`config.mk`:
```
export PLATFORM = sky130hd
export DESIGN_NAME = ssd_scan_ctrl
export DESIGN_NICKNAME = d
export VERILOG_FILES = /design/src/rtl/ssd_pkg.sv /design/src/rtl/ssd_hex_decode.sv /design/src/rtl/ssd_scan_ctrl.sv
export SDC_FILE = /design/constraint.sdc
export NUM_CORES = 1
export LEC_CHECK = 0
export BUFFER_PORTS_ARGS = -buffer_cell sky130_fd_sc_hd__buf_2
export CORE_AREA = 2 2 129 131
export CTS_BUF_LIST = sky130_fd_sc_hd__clkbuf_8
export CTS_CLUSTER_DIAMETER = 150
export DETAILED_ROUTE_END_ITERATION = 12
export DIE_AREA = 0 0 131 133
export PLACE_DENSITY = 0.59
export SLEW_MARGIN = 0
export SYNTH_ARGS = -nofsm -noshare
export SYNTH_HDL_FRONTEND = slang
export SYNTH_SLANG_ARGS = --single-unit
```
`constraint.sdc`:
```
create_clock -name ClkPort -period 2.8 [get_ports ClkPort]
set_input_delay 0.14 -clock ClkPort [delete_from_list [all_inputs] [get_ports ClkPort]]
set_output_delay 0.14 -clock ClkPort [all_outputs]
set_load 0.02 [all_outputs]
```
`src/rtl/ssd_pkg.sv`:
```
// ssd_pkg: shared polarity constants and hex-to-segment table for the seven-segment scanner
package ssd_pkg;
   localparam logic AN_ON  = 1'b0;
   localparam logic AN_OFF = 1'b1;
   localparam logic SEG_ON  = 1'b0;
   localparam logic SEG_OFF = 1'b1;
   localparam logic [7:0] SEG_BLANK = 8'hFF;
   localparam logic [0:15][6:0] HEX_SEG = '{
      7'b0000001, 7'b1001111, 7'b0010010, 7'b0000110,
      7'b1001100, 7'b0100100, 7'b0100000, 7'b0001111,
      7'b0000000, 7'b0000100, 7'b0001000, 7'b1100000,
      7'b0110001, 7'b1000010, 7'b0110000, 7'b0111000
   };
   function automatic logic [6:0] hex_to_seg(input logic [3:0] h);
      return HEX_SEG[h];
   endfunction
endpackage

```
`src/rtl/ssd_hex_decode.sv`:
```
// ssd_hex_decode: nibble to active-low abcdefg segment pattern
module ssd_hex_decode
   import ssd_pkg::*;
(
   input  logic [3:0] nib,
   output logic [6:0] pat
);
   assign pat = hex_to_seg(nib);
endmodule

```
`src/rtl/ssd_scan_ctrl.sv`:
```
// ssd_scan_ctrl: multiplexed seven-segment scanner with guard blanking, leading-zero suppression and frame-aligned value commit
// Optional SSD_BLINK_EN adds blink_mask and BLINK_FRAMES for per-digit blinking.
module ssd_scan_ctrl
   import ssd_pkg::*;
#(
   parameter int NUM_DIGITS    = 8,
   parameter int SCAN_DIV_BITS = 18,
   parameter int GUARD_CYCLES  = 64,
   parameter int LZ_SUPPRESS   = 1
`ifdef SSD_BLINK_EN
   ,parameter int BLINK_FRAMES = 32
`endif
) (
   input  logic                    ClkPort,
   input  logic                    Reset,
   input  logic [4*NUM_DIGITS-1:0] value,
   input  logic                    value_load,
   input  logic [NUM_DIGITS-1:0]   dp_mask,
   input  logic [NUM_DIGITS-1:0]   digit_en,
`ifdef SSD_BLINK_EN
   input  logic [NUM_DIGITS-1:0]   blink_mask,
`endif
   output logic [NUM_DIGITS-1:0]   an,
   output logic [7:0]              seg,
   output logic [((NUM_DIGITS > 1) ? $clog2(NUM_DIGITS) : 1)-1:0] digit_idx,
   output logic                    frame_tick
);
   localparam int IDX_W = (NUM_DIGITS > 1) ? $clog2(NUM_DIGITS) : 1;
   localparam logic [IDX_W-1:0] LAST = IDX_W'(NUM_DIGITS - 1);
   logic [SCAN_DIV_BITS-1:0] prescaler;
   logic [4*NUM_DIGITS-1:0]  pending;
   logic [4*NUM_DIGITS-1:0]  shadow;
   logic                     pend_valid;
   logic                     tc;
   logic                     last_slot;
   logic                     commit;
   logic [NUM_DIGITS-1:0]    lz_zero;
   logic [NUM_DIGITS-1:0]    an_sel;
   logic [3:0]               nib;
   logic [6:0]               pat;
   logic                     guard;
   logic                     lz_blank;
   logic                     hard_blank;
   logic                     blink_blank;
   logic                     dp_cur;
   logic [NUM_DIGITS-1:0]    an_nxt;
   logic [7:0]               seg_nxt;

   assign tc        = &prescaler;
   assign last_slot = digit_idx == LAST;
   assign commit    = tc && last_slot;

   // scan timebase: free-running prescaler, slot index and end-of-frame pulse
   always_ff @(posedge ClkPort or posedge Reset)
      if (Reset) begin
         prescaler  <= '0;
         digit_idx  <= '0;
         frame_tick <= 1'b0;
      end else begin
         prescaler  <= prescaler + SCAN_DIV_BITS'(1);
         frame_tick <= commit;
         if (tc)
            digit_idx <= last_slot ? '0 : digit_idx + IDX_W'(1);
      end

   // tear-free load: stage into pending, move to shadow only on the last slot's terminal count
   always_ff @(posedge ClkPort or posedge Reset)
      if (Reset) begin
         pending    <= '0;
         pend_valid <= 1'b0;
         shadow     <= '0;
      end else if (commit) begin
         shadow     <= value_load ? value : pend_valid ? pending : shadow;
         pend_valid <= 1'b0;
      end else if (value_load) begin
         pending    <= value;
         pend_valid <= 1'b1;
      end

   // lz_zero[g]: shadow nibbles g..top are all zero; an_sel: one-cold anode for the current slot
   for (genvar g = 0; g < NUM_DIGITS; g++) begin : g_dig
      assign lz_zero[g] = ~|shadow[4*NUM_DIGITS-1:4*g];
      assign an_sel[g]  = (digit_idx == IDX_W'(g)) ? AN_ON : AN_OFF;
   end

   assign nib = shadow[{digit_idx, 2'b00} +: 4];

   ssd_hex_decode u_dec (
      .nib (nib),
      .pat (pat)
   );

`ifdef SSD_BLINK_EN
   localparam int BW = $clog2(BLINK_FRAMES) + 1;
   logic [BW-1:0] blink_cnt;
   logic          blink_phase;

   // blink timebase: flip phase after every BLINK_FRAMES frame ticks
   always_ff @(posedge ClkPort or posedge Reset)
      if (Reset) begin
         blink_cnt   <= '0;
         blink_phase <= 1'b0;
      end else if (frame_tick) begin
         blink_cnt   <= (blink_cnt == BW'(BLINK_FRAMES - 1)) ? '0 : blink_cnt + BW'(1);
         blink_phase <= (blink_cnt == BW'(BLINK_FRAMES - 1)) ? ~blink_phase : blink_phase;
      end

   assign blink_blank = blink_phase && blink_mask[digit_idx];
`else
   assign blink_blank = 1'b0;
`endif

   assign guard      = prescaler < SCAN_DIV_BITS'(GUARD_CYCLES);
   assign lz_blank   = (LZ_SUPPRESS != 0) && (digit_idx != '0) && lz_zero[digit_idx];
   assign hard_blank = guard || !digit_en[digit_idx] || blink_blank;
   assign dp_cur     = dp_mask[digit_idx];

   // next display: a suppressed leading zero keeps its anode only to show a requested Dp
   always_comb begin
      an_nxt  = (hard_blank || (lz_blank && !dp_cur)) ? {NUM_DIGITS{AN_OFF}} : an_sel;
      seg_nxt = hard_blank ? SEG_BLANK : {lz_blank ? {7{SEG_OFF}} : pat, dp_cur ? SEG_ON : SEG_OFF};
   end

   // registered drivers so the pins blank the moment Reset rises
   always_ff @(posedge ClkPort or posedge Reset)
      if (Reset) begin
         an  <= {NUM_DIGITS{AN_OFF}};
         seg <= SEG_BLANK;
      end else begin
         an  <= an_nxt;
         seg <= seg_nxt;
      end
endmodule
```
==> results.cfg, run 1 <==
[outcome]
outcome = completed

[setup_path]
r2r_end = an[1]
endpoint = an[1]
start_kind = register
cp_data_arrival_time_ns = 2.62
ff2ff_setup_slack_ns = 0.46
reg2reg_from = digit_idx[0]
worstPathRequired_ns = 3.08
crit_start = digit_idx[0]
cp_max_fo = 7
endpoint_kind = register
r2r.worst_path.cells = 7
crit_type = register to register

[clocking]
cts_buffers = 9
cts_root_buffer = clkbuf_8
clk_latency_ns = 0.37
clk_pin_slew_worst_paths_ns = 0.09
tritoncts = built
cts_max_level = 3
cts.repair.resized = 0
clock_path_buffers = 2
cts_hold_buf = 21
clock-sinks = 103
cts_setup_buffers = 0

[placement]
place_ws_ns = 0.4682
gp_congestion = 0.8378
dp.final_hpwl_um = 7715
place_area_um2 = 5709
numPortBuffers = 70
dp.cells = 695

[layout]
final_cells = 734
n_antenna_cell = 0
nets = 573
design_area_um2 = 6127
areaGrowthSynthToFinish_pct = 18.69
drive_above_1_share_pct = 36.38
utilization_pct = 37.89

[sta]
fin_hold_ws_ns = 0.02129
min_period_ns = 2.336
max_freq_ghz = 0.4281
finalSetupTns_ns = 0
hold_viol = 0
worstMarginPinSlew_ns = 0.8450
slew-limit-headroom_pct = 43.55
slew_violations = 0
setup_viol = 0
setup_slack_ns = 0.4642
rsz0062_at_grt = false
period_share_pct = 83.42
clock_skew_ns = 0.008772

[pwr]
switching_share_pct = 22.92
power.leakage_nw = 2.702
peakVddDrop_uv = 207.0
p_clk_share_pct = 33.8
power.total_mw = 2.699
intPower_mw = 2.081
seq_power_share_pct = 57.6
p_sw_mw = 0.6187
p_per_area_nw_per_um2 = 440.5
power_frac_comb_pct = 8.6

[drt]
wl_per_cell_um = 14.28
drt_iter0_markers = 212
firstDrtPassIters = 4
ant_nets = 0
wl_um = 10480
dr_total_vias = 3467
vias_per_cell = 4.723
drcViolationCount = 0

[global_routing]
track_usage_pct = 12.88
gr-total-overflow = 0
grt_pass1_wl_um = 17500
grt_pass1_vias = 3468
antenna_found_initial = 0
grt_max_degree = 65

[floorplan]
start_util_pct = 31.92
pin_count = 71
die_y_um = 133
fp.coreArea_um2 = 16170
fp-row-count = 47
die_area_um2 = 17420
die_x_um = 131

[synth]
synthFlopType = dfrtp_1
synth_cells = 417
ys_seq_area_share_pct = 50.32
syn_area_um2 = 5162
synth_warnings = 0
synth_cell_types = 41
ys_ff_latch = 103
async_reset_ff_share_pct = 100.0
synth_edf_count = 0
synth_area_per_cell_um2 = 12.38
synth_fp_nets = 481

[worst_hold_path]
hold_path.class = input pin to register

[run]
maxCapViolCount = 0
[power groups by stage]
stage	Combinational (mW)	Sequential (mW)	Clock (mW)
final	0.233	1.55	0.911
after global routing	0.262	1.56	1.01
after CTS	0.240	1.55	0.959
after detailed placement	0.216	1.58	0
after global placement	0.210	1.58	0
after floorplan	0.139	1.58	0
[how the worst min path moves through the flow]
stage	startpoint	endpoint	cells after the start
floorplan	value[10]	pending[10]	1
global placement	Reset	prescaler[5]	2
detailed placement	Reset	prescaler[4]	2
CTS	value[30]	pending[30]	2
global route	value[4]	pending[4]	2
finish	value[25]	pending[25]	2
[area by class of cell]
cell class	count	area, um^2
Sequential cell	103	2597
Fill cell	1611	10040
Clock buffer	10	137.6
Multi-Input combinational cell	280	2321
Tap cell	220	275.3
Clock inverter	6	50.05
Inverter	11	45.04
Timing Repair Buffer	104	700.7
[worst max-delay path, stage by stage (launching register included)]
cell	delay, ns
dfrtp_1	0.54
inv_1	0.20
ha_1	0.31
nor4_1	0.32
nand4_1	0.14
nor2_1	0.18
a31oi_1	0.27
o211ai_1	0.28
[flip-flops by register name (all words and copies together), names as in the netlist]
signal      count
digit_idx       3
shadow         32
pend_valid      1
pending        32
frame_tick      1
seg             8
prescaler      18
an              8
[cells in the mapped netlist (4+ instances only)]
cell | number | area [um^2]
nand4_1 | 4 | 25.02
a21oi_2 | 28 | 245.2
buf_2 | 4 | 20.02
o21ai_0 | 5 | 25.02
buf_6 | 5 | 56.30
nand3_1 | 9 | 45.04
and2_1 | 4 | 25.02
a21oi_1 | 7 | 35.03
dfrtp_1 | 87 | 2177
nand2_1 | 22 | 82.58
buf_4 | 4 | 30.03
o221ai_1 | 4 | 35.03
mux2i_1 | 36 | 360.4
o211ai_1 | 6 | 45.04
nor2_1 | 46 | 172.7
ha_1 | 13 | 162.7
nor4_1 | 12 | 75.07
dfstp_2 | 16 | 420.4
mux2_2 | 33 | 371.6
xor2_1 | 8 | 70.07
inv_1 | 11 | 41.29
clkbuf_1 | 6 | 22.52
mux4_2 | 12 | 270.3
xnor2_1 | 9 | 78.83
[layout by cell type, fill, tap and decap left out, types with 6 or more instances in the layout]
cell type	synthesis	final
o211ai_1	6	6
inv_1	11	14
mux2_2	33	33
nor4_1	12	12
dfrtp_1	87	87
xor2_1	8	8
buf_2	4	70
mux4_2	12	12
nor2_1	46	46
nand3_1	9	9
a21oi_2	28	28
xnor2_1	9	9
nand2_1	22	22
ha_1	13	13
mux2i_1	36	36
a21oi_1	7	7
dfstp_2	16	16
dlygate4sd3_1	0	23
buf_4	4	8
clkbuf_8	1	10
[cell families (layout without fill, tap and decap cells)]
group	Yosys count	after routing	synth area share (%)
AOI/OAI and AO/OA	60	60	9.089
xor gates and xnor gates	17	17	2.884
adders and majority gates	13	13	3.151
buffers and inverters	34	131	4.726
DFF	103	103	50.32
muxes	83	83	19.85
and+or+nand+nor	107	107	9.985
[per-layer routing]
layer | wire [um] | share of wire, % | track usage, %
met5 | 0 | 0 | 0
met4 | 148 | 1.4 | 4.255
met3 | 556 | 5.3 | 3.114
met2 | 5019 | 48 | 20.55
met1 | 4758 | 45 | 17.14
Power figures use the tool's default switching activity.
==> run 2: changes to the inputs <==
==> constraint.sdc (replaced) <==
create_clock -name ClkPort -period 2.04 [get_ports ClkPort]
set_input_delay 0.102 -clock ClkPort [delete_from_list [all_inputs] [get_ports ClkPort]]
set_output_delay 0.102 -clock ClkPort [all_outputs]
set_load 0.02 [all_outputs]
==> run 2 against run 1 <==
  * The flow now finishes with violations (negative setup slack)
  * Clock power rose by 53%
  * Cell count grew 9.7%
  * Sequential cell count unchanged
  * Fmax rose by 12%
  * Hold slack gained 0.020 ns
  * Global-route usage is 1.2 points higher
  * Critical path type unchanged
  * Largest power group unchanged
  * Highest routed layer unchanged
==> results.cfg, run 2 (synthesized netlist as in run 1, its figures left out) <==
[layout]
largest_registers = pending (32), shadow (32), prescaler (18)
multi_input_area_um2 = 2739
fillCellCount = 1480
final_cell_mix = dfrtp_1 (85), buf_2 (71), buf_4 (53)
n_antenna_cell = 0
design_area_um2 = 7278
nets = 644
final_common_cell = dfrtp_1
drive_above_1_share_pct = 54.36
seqCellArea_um2 = 2600
areaGrowthSynthToFinish_pct = 40.98

[sta]
min_period_ns = 2.085
fin_hold_ws_ns = 0.04140
period_share_pct = 102.2
setup_slack_ns = -0.04473
worstMarginPinSlew_ns = 0.6452
rsz0062_at_grt = true
hold_viol = 0
slew-limit-headroom_pct = 56.90
setup_viol = 50
finalSetupTns_ns = -0.9092
slew_violations = 0
clock_skew_ns = 0.01352
max_freq_ghz = 0.4797

[setup_path]
start_kind = register
ff2ff_setup_slack_ns = -0.04
worstPathRequired_ns = 2.30
cp_max_fo = 7
crit_type = register to register
r2r.worst_path.cells = 7
cp_data_arrival_time_ns = 2.35
endpoint_kind = register

[floorplan]
pin_count = 71
die_y_um = 133
die_x_um = 131
start_util_pct = 31.92
fp-row-count = 47
die_area_um2 = 17420
fp.coreArea_um2 = 16170

[outcome]
outcome = finished, violations left
violations = negative setup slack

[global_routing]
grt_max_degree = 38
grt_pass1_wl_um = 19330
gr-total-overflow = 0
antenna_found_initial = 0
track_usage_pct = 14.11
grt_pass1_vias = 3952

[clocking]
cts_max_level = 3
clk_pin_slew_worst_paths_ns = 0.10
cts_buffers = 9
cts_root_buffer = clkbuf_8
clk_latency_ns = 0.38
clock-sinks = 103
tritoncts = built
clock_path_buffers = 2

[placement]
dp.final_hpwl_um = 8316
place_ws_ns = -0.07380
numPortBuffers = 70
gp_congestion = 0.8681
place_area_um2 = 6041

[run]
maxCapViolCount = 0

[worst_hold_path]
whs_path_depth = 3
hold_path.class = input pin to register

[pwr]
p_per_area_nw_per_um2 = 537.2
power.total_mw = 3.910
power.leakage_nw = 3.180
peakVddDrop_uv = 316.6

[drt]
wl_met1_um = 5437
routed.top_layer = met4
dr_total_vias = 3878
drt_iter0_markers = 163
drcViolationCount = 0
firstDrtPassIters = 4
vias_per_cell = 4.817
dr_wl_met2_um = 6280
wl_per_cell_um = 15.61
ant_nets = 0
wl_um = 12570
wl_met3_um = 646
## run 2: changes by cell type in the layout (fill, tap and decap cells not counted), moves of 5 or more
cell and change:
buf_6 +6, nor2_4 +15, mux2_2 -15, dlygate4sd3_1 +10, buf_12 +5, inv_1 -6
ha_1 -7, nor2_2 +17, nor2_1 -32, mux2_4 +17, buf_4 +45
## run 2: metal layers
layer / up-vias / global-route usage [%]
met2: 114 / 23.63
met1: 1930 / 18.27
met5: - / 0
met4: 0 / 3.369
li1: 1819 / -
met3: 15 / 3.518
## run 2: final cells by class
type | instances | share of cell area (%)
multi-input combinational | 280 | 37.63
sequential | 103 | 35.72
timing repair buffer | 175 | 19.29
tap | 220 | 3.782
clock buffer | 9 | 1.702
clock inverter | 7 | 1.221
inverter | 11 | 0.6533
## run 2: power breakdown
group | total (mW) | internal [mW] | switching, mW | leakage, nW
logic | 0.383 | 0.216 | 0.167 | 1.78
registers | 2.14 | 2.11 | 0.0305 | 1.29
clock network | 1.39 | 0.683 | 0.708 | 0.108
## run 2: worst max-delay path: stages (launching register included)
cell and delay [ns]:
dfrtp_1 0.37, ha_2 0.19, inv_2 0.04, or4_4 0.57
o21ai_4 0.22, buf_6 0.15, buf_12 0.13, mux2_4 0.29
## run 2: timing repair
action	in CTS	in global routing
resized for setup	23	85
gates cloned	5	3
pin swaps	2	10
hold buffers	33	0
endpoints found under the setup margin	73	74
setup buffers	16	8
hold endpoints to repair	54	0
## run 2: final timing paths
| check | startpoint | to |
|---|---|---|
| min in group asynchronous | Reset | prescaler[17] |
| worst min-delay path | value_load | pend_valid |
| max in group asynchronous | Reset | pending[5] |
| worst max register to register | prescaler[1] | pending[27] |
| worst min register to register | prescaler[14] | prescaler[14] |
| worst max-delay path | prescaler[1] | pending[27] |
## run 2: per-stage QoR
stage / cells / utilization (%)
finish: 805 / 45.01
global route: 805 / 45.01
CTS: 798 / 42.82
detailed placement: 728 / 37.35
global placement: 728 / 37.35
floorplan: 417 / -
==> run 3: changes to the inputs <==
--- a/config.mk
+++ b/config.mk
@@ -6,11 +6,11 @@
 export NUM_CORES = 1
 export LEC_CHECK = 0
 export BUFFER_PORTS_ARGS = -buffer_cell sky130_fd_sc_hd__buf_2
-export CORE_AREA = 2 2 129 131
+export CORE_AREA = 3 3 130 132
 export CTS_BUF_LIST = sky130_fd_sc_hd__clkbuf_8
 export CTS_CLUSTER_DIAMETER = 150
 export DETAILED_ROUTE_END_ITERATION = 12
-export DIE_AREA = 0 0 131 133
+export DIE_AREA = 0 0 133 135
 export PLACE_DENSITY = 0.59
 export SLEW_MARGIN = 0
 export SYNTH_ARGS = -nofsm -noshare
==> run 3 against run 2 <==
  * The run still ends with negative setup slack left
  * Sequential share of layout area rose by 0.25 points
  * Via count down 0.83%
  * Fmax is 2.8% lower
  * Sequential cell count is the same
  * Count of clock-buffer cells in the layout grew 1
  * Critical path depth did not move
  * Cell count fell by 1.5%
  * Die area up 3.1%
  * Worst setup slack worse by 0.061 ns
  * Register-to-register slack got worse by 0.06 ns
  * Largest cell class unchanged
==> results.cfg, run 3 (synthesized netlist as in run 1, its figures left out) <==
[outcome]
outcome = finished, violations left
violations = negative setup slack

[layout]
fillCellCount = 1410
areaGrowthSynthToFinish_pct = 40.01
drive_above_1_share_pct = 49.74
n_antenna_cell = 0
utilization_pct = 45.67
design_area_um2 = 7228
final_common_cell = dfrtp_1
seqCellArea_um2 = 2600
final_cell_mix = dfrtp_1 (85), buf_2 (70), buf_4 (40)
final_cells = 793
largest_registers = pending (32), shadow (32), prescaler (18)
nets = 636
multi_input_area_um2 = 2710

[sta]
slew_violations = 0
clock_skew_ns = 0.01092
fin_hold_ws_ns = 0.06515
worstMarginPinSlew_ns = 0.6893
setup_slack_ns = -0.1055
setup_viol = 17
rsz0062_at_grt = true
period_share_pct = 105.2
slew-limit-headroom_pct = 53.95
min_period_ns = 2.146
max_freq_ghz = 0.4661
hold_viol = 0

[pwr]
power_frac_comb_pct = 10.9
p_per_area_nw_per_um2 = 532.2
peakVddDrop_uv = 493.2
intPower_mw = 2.936
p_sw_mw = 0.9111
power.leakage_nw = 3.232
seq_power_share_pct = 55.6
p_clk_share_pct = 33.5
switching_share_pct = 23.69

[floorplan]
fp-row-count = 46
die_area_um2 = 17960
die_y_um = 135
fp.coreArea_um2 = 15830
pin_count = 71
die_x_um = 133
start_util_pct = 32.62

[global_routing]
grt_pass1_wl_um = 19400
met2_usage_pct = 22.60
track_usage_pct = 13.60
gr-total-overflow = 0
grt_max_degree = 49
grt_pass1_vias = 3867
met3_usage_pct = 3.614
gr-usage-met1_pct = 17.27
grt-busiest-layer = met2
antenna_found_initial = 0

[placement]
dp.final_hpwl_um = 8176
place_ws_ns = -0.07464
gp_congestion = 0.8681
place_area_um2 = 5993
numPortBuffers = 70
dp.cells = 720

[setup_path]
endpoint = seg[2]
endpoint_kind = register
r2r.worst_path.cells = 7
crit_type = register to register
worstPathRequired_ns = 2.35
ff2ff_setup_slack_ns = -0.11
start_kind = register
r2r_end = seg[2]
cp_data_arrival_time_ns = 2.45
reg2reg_from = digit_idx[0]
crit_start = digit_idx[0]
cp_max_fo = 7

[drt]
drt_iter0_markers = 227
ant_nets = 0
wl_per_cell_um = 16.21
dr_total_vias = 3846
drcViolationCount = 0
wl_um = 12860
vias_per_cell = 4.850
firstDrtPassIters = 4

[worst_hold_path]
hold_path.class = input pin to register

[clocking]
clk_latency_ns = 0.39
clock-sinks = 103
clock_path_buffers = 2
cts_root_buffer = clkbuf_8
cts_buffers = 9
tritoncts = built
clk_pin_slew_worst_paths_ns = 0.10
cts_max_level = 3

[run]
maxCapViolCount = 0
-- run 3: cell count changes in the layout (fill, tap and decap cells not counted), sizes merged --
cell,change
clkinv,-1
bufinv,-1
inv,+1
buf,-10
clkbuf,+3
-- run 3: area by class of cell --
| cell class | count | area share [%] |
|---|---|---|
| multi-input combinational | 280 | 37.49 |
| sequential | 103 | 35.97 |
| timing repair buffer | 167 | 19.47 |
| tap | 216 | 3.739 |
| clock buffer | 10 | 1.904 |
| clock inverter | 6 | 0.7616 |
| inverter | 11 | 0.6578 |
-- run 3: power by group through the flow --
stage,sequential (mW),combinational (mW),clock [mW]
global route,2.15,0.457,1.41
global placement,2.17,0.303,0
finish,2.14,0.418,1.29
floorplan,2.17,0.203,0
detailed placement,2.17,0.312,0
CTS,2.14,0.363,1.34
-- run 3: critical path: stages (launching register included) --
cell	delay (ns)
dfrtp_2	0.48
buf_6	0.16
buf_6	0.10
mux4_2	0.53
mux2i_4	0.30
buf_6	0.16
mux2i_2	0.22
o221ai_2	0.12
-- run 3: worst min-delay path by stage --
stage / startpoint / end / slack, ns / cells after the start
final: value_load / pend_valid / 0.07 / 3
after global routing: value_load / pend_valid / 0.09 / 3
after CTS: value_load / pend_valid / 0.05 / 3
after detailed placement: Reset / pending[25] / 0.25 / 2
after global placement: Reset / pending[25] / 0.23 / 2
after floorplan: value[10] / pending[10] / 0.23 / 1
-- run 3: repair_timing --
action | CTS | global route
hold endpoints to repair | 59 | 0
hold buffers | 33 | 0
cloned | 3 | 5
buffers inserted | 5 | 11
endpoints found under the setup margin | 62 | 78
pin swaps | 2 | 8
gates resized for setup | 7 | 94
-- run 3: metrics by stage --
step	total power, mW	TNS [ns]
2_1_floorplan	2.368	-0.09036
3_3_place_gp	2.473	-0.08952
3_5_place_dp	2.486	-0.4727
4_1_cts	3.840	-1.176
5_1_grt	4.016	-4.621
6_report	3.847	-0.5680
-- run 3: metal layers --
layer | vias up | share of wire [%]
met3 | 26 | 4.6
met1 | 1917 | 43
met5 | - | 0
met2 | 100 | 49
met4 | 0 | 2.8
li1 | 1803 | -
